==> config.mk <==
export PLATFORM = sky130hd
export DESIGN_NAME = morse_led_sched
export DESIGN_NICKNAME = d
export VERILOG_FILES = /design/src/rtl/morse_pkg.sv /design/src/rtl/morse_unit_timer.sv /design/src/rtl/morse_led_sched.sv
export SDC_FILE = /design/constraint.sdc
export NUM_CORES = 1
export LEC_CHECK = 0
export ABC_AREA = 0
export ABC_CLOCK_PERIOD_IN_PS = 1800
export CAP_MARGIN = 20
export CORE_UTILIZATION = 55
export CTS_CLUSTER_DIAMETER = 200
export DETAILED_ROUTE_END_ITERATION = 8
export PLACE_DENSITY = 0.83
export REMOVE_ABC_BUFFERS = 1
export SETUP_SLACK_MARGIN = 0.1
export SLEW_MARGIN = 20
export SYNTH_ARGS = -nofsm -noshare
export SYNTH_HDL_FRONTEND = slang
export SYNTH_SLANG_ARGS = --single-unit
==> constraint.sdc <==
create_clock -name clk -period 1.8 [get_ports clk]
set_input_delay 0.36 -clock clk [delete_from_list [all_inputs] [get_ports clk]]
set_output_delay 0.36 -clock clk [all_outputs]
set_load 0.05 [all_outputs]
==> src/rtl/morse_pkg.sv <==
// Shared types and unit durations for the Morse LED scheduler.
// A symbol plays as an ON phase (marks only) followed by an OFF phase.
package morse_pkg;

  typedef enum logic [1:0] {
    SYM_DOT        = 2'd0,
    SYM_DASH       = 2'd1,
    SYM_LETTER_GAP = 2'd2,
    SYM_WORD_GAP   = 2'd3
  } morse_sym_e;

  typedef enum logic [1:0] {
    ST_IDLE = 2'd0,
    ST_ON   = 2'd1,
    ST_OFF  = 2'd2
  } morse_state_e;

  localparam logic [2:0] UNITS_DOT        = 3'd1;
  localparam logic [2:0] UNITS_DASH       = 3'd3;
  localparam logic [2:0] UNITS_MARK_GAP   = 3'd1;
  localparam logic [2:0] UNITS_LETTER_GAP = 3'd3;
  localparam logic [2:0] UNITS_WORD_GAP   = 3'd7;

  function automatic logic is_mark(morse_sym_e s);
    return (s == SYM_DOT) || (s == SYM_DASH);
  endfunction

  function automatic logic [2:0] on_units(morse_sym_e s);
    return (s == SYM_DASH) ? UNITS_DASH : UNITS_DOT;
  endfunction

  // OFF length after the symbol: a mark is followed by the one-unit intra-letter gap.
  function automatic logic [2:0] off_units(morse_sym_e s);
    case (s)
      SYM_LETTER_GAP: return UNITS_LETTER_GAP;
      SYM_WORD_GAP:   return UNITS_WORD_GAP;
      default:        return UNITS_MARK_GAP;
    endcase
  endfunction

endpackage

==> src/rtl/morse_unit_timer.sv <==
// Free-running unit timer: counts 0..UNIT_CYCLES-1, ticks on terminal count,
// and returns to 0 whenever restart is asserted.
module morse_unit_timer #(
  parameter int unsigned UNIT_CYCLES = 12_000_000
) (
  input  logic clk,
  input  logic rst_n,
  input  logic restart,
  output logic tick
);

  localparam int unsigned CW = $clog2(UNIT_CYCLES);
  localparam logic [CW-1:0] TERM = CW'(UNIT_CYCLES - 1);

  logic [CW-1:0] cnt;

  assign tick = (cnt == TERM);

  always_ff @(posedge clk) begin
    if (!rst_n) begin
      cnt <= '0;
    end else if (restart || tick) begin
      cnt <= '0;
    end else begin
      cnt <= cnt + CW'(1);
    end
  end

endmodule

==> src/rtl/morse_led_sched.sv <==
// Two-requester Morse symbol player driving one shared LED.
// Round-robin arbiter in IDLE, then ON/OFF phases timed in whole units.
module morse_led_sched
  import morse_pkg::*;
#(
  parameter int unsigned UNIT_CYCLES = 12_000_000
) (
  input  logic       clk,
  input  logic       rst_n,
  input  logic       req0_valid,
  input  logic [1:0] req0_sym,
  output logic       req0_ready,
  input  logic       req1_valid,
  input  logic [1:0] req1_sym,
  output logic       req1_ready,
  output logic       ledD3,
  output logic       busy,
  output logic       owner
);

  morse_state_e state, state_next;
  morse_sym_e   sym_q, sel_sym;
  logic [2:0]   units, units_next;
  logic         last_served;
  logic         grant, accept, tick, restart;

  // Handshake: a symbol transfers on the rising edge where reqN_valid & reqN_ready;
  // ready is only offered in IDLE to the granted requester, and valid may drop freely.
  always_comb begin
    grant = req1_valid;
    if (req0_valid && req1_valid) grant = ~last_served;
  end

  assign req0_ready = (state == ST_IDLE) && !grant;
  assign req1_ready = (state == ST_IDLE) && grant;
  assign accept     = grant ? (req1_valid && req1_ready) : (req0_valid && req0_ready);
  assign sel_sym    = morse_sym_e'(grant ? req1_sym : req0_sym);
  assign busy       = (state != ST_IDLE);

  always_comb begin
    state_next = state;
    units_next = units;
    case (state)
      ST_IDLE: begin
        if (accept) begin
          if (is_mark(sel_sym)) begin
            state_next = ST_ON;
            units_next = on_units(sel_sym);
          end else begin
            state_next = ST_OFF;
            units_next = off_units(sel_sym);
          end
        end
      end
      ST_ON: begin
        if (tick) begin
          if (units == 3'd1) begin
            state_next = ST_OFF;
            units_next = off_units(sym_q);
          end else begin
            units_next = units - 3'd1;
          end
        end
      end
      ST_OFF: begin
        if (tick) begin
          if (units == 3'd1) begin
            state_next = ST_IDLE;
            units_next = 3'd0;
          end else begin
            units_next = units - 3'd1;
          end
        end
      end
      default: begin
        state_next = ST_IDLE;
        units_next = 3'd0;
      end
    endcase
  end

  // Holding the timer in restart while idle makes every phase start from cycle 0.
  assign restart = (state_next != state) || (state == ST_IDLE);

  morse_unit_timer #(.UNIT_CYCLES(UNIT_CYCLES)) u_timer (
    .clk     (clk),
    .rst_n   (rst_n),
    .restart (restart),
    .tick    (tick)
  );

  always_ff @(posedge clk) begin
    if (!rst_n) begin
      state       <= ST_IDLE;
      units       <= 3'd0;
      ledD3       <= 1'b0;
      owner       <= 1'b0;
      last_served <= 1'b1;
      sym_q       <= SYM_DOT;
    end else begin
      state <= state_next;
      units <= units_next;
      ledD3 <= (state_next == ST_ON);
      if (accept) begin
        owner       <= grant;
        last_served <= grant;
        sym_q       <= sel_sym;
      end
    end
  end

endmodule

## Yosys cells after proc, flatten, opt, wreduce, memory -nomap -nowiden

Index checks and enable logic that the tools add are counted.

- Flip-flop bits (word level): 34
- Input bits: 8
- Output and inout port bits: 5
- Logic and storage cells: 59

- $add $sub $neg: 2
- Eq/ne operators: 14
- Muxes and demuxes: 20
- Bitwise operators: 2
- Reductions and logical operators: 14

Operators with widths:

| cell | number |
|---|---|
| 24-bit by 1-bit adder with 24-bit output (second input constant) | 1 |
| 24-bit equality test (second input constant) | 1 |
| 3-bit two-way mux | 6 |
| 2-bit two-way mux | 8 |
| 3-bit one-hot mux with 2 select lines | 2 |
| 2-bit equality test (second input constant) | 5 |
| 3-bit one-hot mux with 3 select lines | 1 |
| 2-bit by 1-bit equality test with 1-bit output (second input constant) | 3 |
| 2-bit one-hot mux with 3 select lines | 1 |
| 1-bit logical AND | 5 |
| 2-bit zero test | 2 |
| 2-bit by 1-bit != test with 1-bit output (second input constant) | 2 |
| 3-bit by 1-bit equality test with 1-bit output (second input constant) | 1 |
| 1-bit logical OR | 3 |
| 3-bit AND reduction | 1 |
| 3-bit by 1-bit subtractor with 3-bit output (second input constant) | 1 |
| 1-bit two-way mux | 2 |
| 2-bit != test | 1 |
| 2-bit != test (second input constant) | 1 |
| 1-bit inverter | 2 |
| 2-bit nonzero test | 1 |
| 2-bit OR reduction | 1 |
| 1-bit zero test | 1 |

## Depth between registers and ports, before layout

- Depth in word-level cells: 12
- Depth in mapped cells: 9
- Mapped depth without buffers: 7

## Hierarchy

From an unflattened synthesis, not the netlist that was laid out.

- Cells, all modules: 209
- Area, all modules: 1830.5 um2

Modules (own cells, without submodules):

| module | times used | cells each | area an instance (um2) | seq. area each (um2) |
|---|---|---|---|---|
| morse_unit_timer | 1 | 129 | 1163.6 | 480.5 |
| morse_led_sched | 1 | 80 | 666.9 | 200.2 |

## Worst setup path before layout

No wires, ideal clock.

- Path type: flip-flop to output port
- Start: reg state[1]
- End: out req0_ready
- Arrival time: 1.507 ns
- Required time: 1.440 ns
- Setup slack: -0.067 ns
- Cell stages (with the launch flop): 5
- Path through: dfxtp_1 buf_2 nor2_2 inv_2 nor2_1

- Cells in the longest elaborated chain, start to end: 2

RTL lines:

| element | line | RTL |
|---|---|---|
| start: declaration | morse_led_sched.sv:21 | `morse_state_e state, state_next;` |
| start signal: assignment | morse_led_sched.sv:101 | `state <= state_next;` |
| 2-bit zero test | morse_led_sched.sv:34 | `assign req0_ready = (state == ST_IDLE) && !grant;` |
| 1-bit logical AND | morse_led_sched.sv:34 |  |
| end: declaration | morse_led_sched.sv:12 | `output logic req0_ready,` |

Every way passes these cells.

## Worst setup path in the final report

- Start: reg u_timer.cnt[0]
- End: reg u_timer.cnt[22]

- Cells in the longest elaborated chain, start to end: 7
- Elaborated cells between the ends (all ways): 9
- Classes of those cells: 1 x add/sub; 2 x eq/ne; 3 x mux; 3 x reduce/logical

RTL lines:

| element | line | RTL |
|---|---|---|
| start: declaration | morse_unit_timer.sv:15 | `logic [CW-1:0] cnt;` |
| start signal: assignment | morse_unit_timer.sv:25 | `cnt <= cnt + CW'(1);` |
| 24-bit equality test | morse_unit_timer.sv:17 | `assign tick = (cnt == TERM);` |
| 2-bit two-way mux (on tied branches) | morse_led_sched.sv:66, morse_led_sched.sv:56 |  |
| 2-bit one-hot mux with 3 select lines | morse_led_sched.sv:43 | `case (state)` |
| 2-bit != test | morse_led_sched.sv:83 | `assign restart = (state_next != state) \|\| (state == ST_IDLE);` |
| 1-bit logical OR | morse_led_sched.sv:83 |  |
| 1-bit logical OR | morse_unit_timer.sv:22 | `end else if (restart \|\| tick) begin` |
| 2-bit OR reduction (no source line) | -- |  |

Parallel ways exist; a longest one is shown, timed or not.
A chain may end at the register's enable or synchronous reset.

==> qor.yml <==
outcome:
  status: "finished clean"
timing:
  setup_violations: 0
  finClkSkew_ns: 0.0100
  fmax_mhz: 591
  finalCritPeriodShare_pct: 93.9
  min_period_ns: 1.69
  final-max-slew-violation-count: 0
  final.setup.worst_slack_ns: 0.109
  rsz0062_at_grt: "no"
  hold_viol_final: 0
  maxSlewHeadroom_pct: 76.0
  worst_pin_slew_ns: 0.355
synthesis:
  synthCells: 211
  synth_top_area_share_pct: 37.7
  ys.flop_type: "dfxtp_1"
  synth_edf_count: 0
  synth_area_leader_cell: "dfxtp_1"
  synth_async_sr_flop_share_pct: 0
  synthTopCellsByArea: "dfxtp_1, nor2_1, xor2_1"
  ys_seq_area_share_pct: 37.7
  synth-seq-cells: 34
  yosys.cell_types.count: 50
  syn_area_um2: 1810
  yosys_warnings: 0
  avgSynthCellArea_um2: 8.56
grt:
  grt_max_degree: 25
  grt_pass1_vias: 1416
  overflow: 0
  grt_antenna_before_repair: 0
  grt_use_total_pct: 23.3
  grt_pass1_wl_um: 5970
detailed_routing:
  ant_nets: 0
  routed_wl_um: 3900
  routedWlPerCell_um: 13.4
  drcViolationCount: 0
  vias: 1596
  via_per_inst: 5.50
  dr.pass1.iters: 5
  drt_iter0_drc: 100
layout:
  diodes: 0
  layout_commonest_cell: "nor2_1"
  drive_gt1_share_pct: 26.8
  layout.nets: 256
  syn_to_final_growth_pct: 24.7
  nFillCells: 225
  final_cell_mix: "nor2_1, dfxtp_1, buf_4"
  final_cell_area_um2: 2250
placed_design:
  hpwl_um: 2650
  dpl-instance-area_um2: 2070
  io_buffers: 12
  place_ws_ns: -0.187
  gp_congestion: 0.850
critical_path:
  critical_path.slowest_cell: "dfxtp_1"
  r2r_cells: 6
  start_kind: "flip-flop"
  path_class: "reg -> reg"
  worstPathMaxFanout: 5
  endpoint_kind: "flip-flop"
  cp.arrival_ns: 1.92
  cp_cell_sequence: "ha_1 > nand3_2 > or2_4 > nor4_1 > xnor2_1 > nor2_2"
  required_ns: 2.03
  critPathMaxStageDelay_ns: 0.37
floorplanning:
  io_pins: 13
  dieHeight_um: 59.3
  core.rowCount: 20
  die-width_um: 59.3
  fp.coreArea_um2: 3080
  start_util_pct: 58.7
  dieArea_um2: 3520
pwr:
  peakVddDrop_mv: 0.515
  leakage_nw: 0.892
  power_density_nw_per_um2: 784
clock_tree:
  clk_root_buffer_cell: "clkbuf_4"
  hold_buffers: 0
  clkTransAtPathRegs_ns: 0.10
  cts.sink_count: 34
  numCtsBuffers: 5
  max-clock-path-buffers: 2
  insertion_delay_ns: 0.34
  htree_levels: 2
  cts_tree: "yes"
worst_hold_path:
  hold_path_class: "reg -> reg"
  hold_depth: 1
run:
  maxCapViolations: 0
-- final timing paths --
check | to | slack [ns] | from
hold / removal | u_timer.cnt[0] | 0.46 | u_timer.cnt[0]
setup reg to reg | u_timer.cnt[22] | 0.11 | u_timer.cnt[0]
hold reg to reg | u_timer.cnt[0] | 0.46 | u_timer.cnt[0]
setup / recovery | u_timer.cnt[22] | 0.11 | u_timer.cnt[0]
-- worst max-delay path: cells and delay by family, from the launching register on --
kind | cells | cell delay (ns)
XOR/XNOR | 1 | 0.19
adder cells (fa/ha/maj) | 1 | 0.20
AND/OR/NAND/NOR | 4 | 0.83
flip-flops | 1 | 0.37
-- power by group --
part	internal (mW)	switching, mW	leakage [nW]
Sequential	0.799	0.0457	0.278
Combinational	0.216	0.260	0.578
Clock	0.189	0.254	0.0353
Total	1.20	0.559	0.892
-- logic make-up after synthesis --
family          count (synthesis)  synth area share, %
fa+ha+maj                       3                 2.08
mux                             5                 2.84
xor+xnor                       23                 11.2
simple gates                  105                 31.6
compound gates                 24                 9.63
flops                          34                 37.7
buf+inv                        17                 4.99
-- repair_timing --
action | CTS | global route
setup endpoints to repair | 4 | 8
pin swaps | 1 | 1
gates resized for setup | 11 | 14
buffers inserted | 5 | 0
-- metrics by stage --
| stage | hold slack, ns | TNS (ns) | utilization [%] | total power, mW | std cells |
|---|---|---|---|---|---|
| after floorplan | 0.418 | -0.0154 | - | 1.12 | 204 |
| after global placement | 0.430 | -0.407 | 67.2 | 1.28 | 277 |
| after detailed placement | 0.439 | -0.592 | 67.2 | 1.28 | 277 |
| after CTS | 0.460 | 0 | 71.4 | 1.76 | 290 |
| after global routing | 0.481 | 0 | 73.1 | 1.84 | 290 |
| final | 0.457 | 0 | 73.1 | 1.76 | 290 |
-- metal layers --
metal	GRT usage, %	wire [um]	share of wire, %	vias to the layer above
met1	27.3	1700	44	732
met2	38.8	1930	50	49
met4	12.6	74	1.9	0
met5	0	0	0	-
li1	-	-	-	807
met3	5.68	187	4.8	8
-- cell type report --
cell class	count	area (um^2)	area share, %
timing repair buffer	34	303	13.5
inverter	10	37.5	1.67
clock buffer	7	55.1	2.45
tap	44	55.1	2.45
multi-input combinational	160	1110	49.1
sequential	34	689	30.6
clock inverter	1	5.00	0.222
-- sequential cells by signal, summed over array words and instances (netlist names) --
register     count
last_served      1
state            2
ledD3            1
units            3
sym_q            2
owner            1
u_timer.cnt     24
-- cell usage after synthesis (3+ instances only) --
cell      count
a211oi_1      3
dfxtp_1      34
mux2i_1       4
nor2_1       31
xor2_1       13
nand4_1       5
nor4_1        5
buf_6         3
ha_1          3
nand3_1      12
nor2_2        5
xnor2_1      10
o21ai_0       3
nor3_1        3
inv_1         9
and3_1        8
nand2_1      18
a21oi_1       6
buf_2         3
Power figures use the tool's default switching activity.
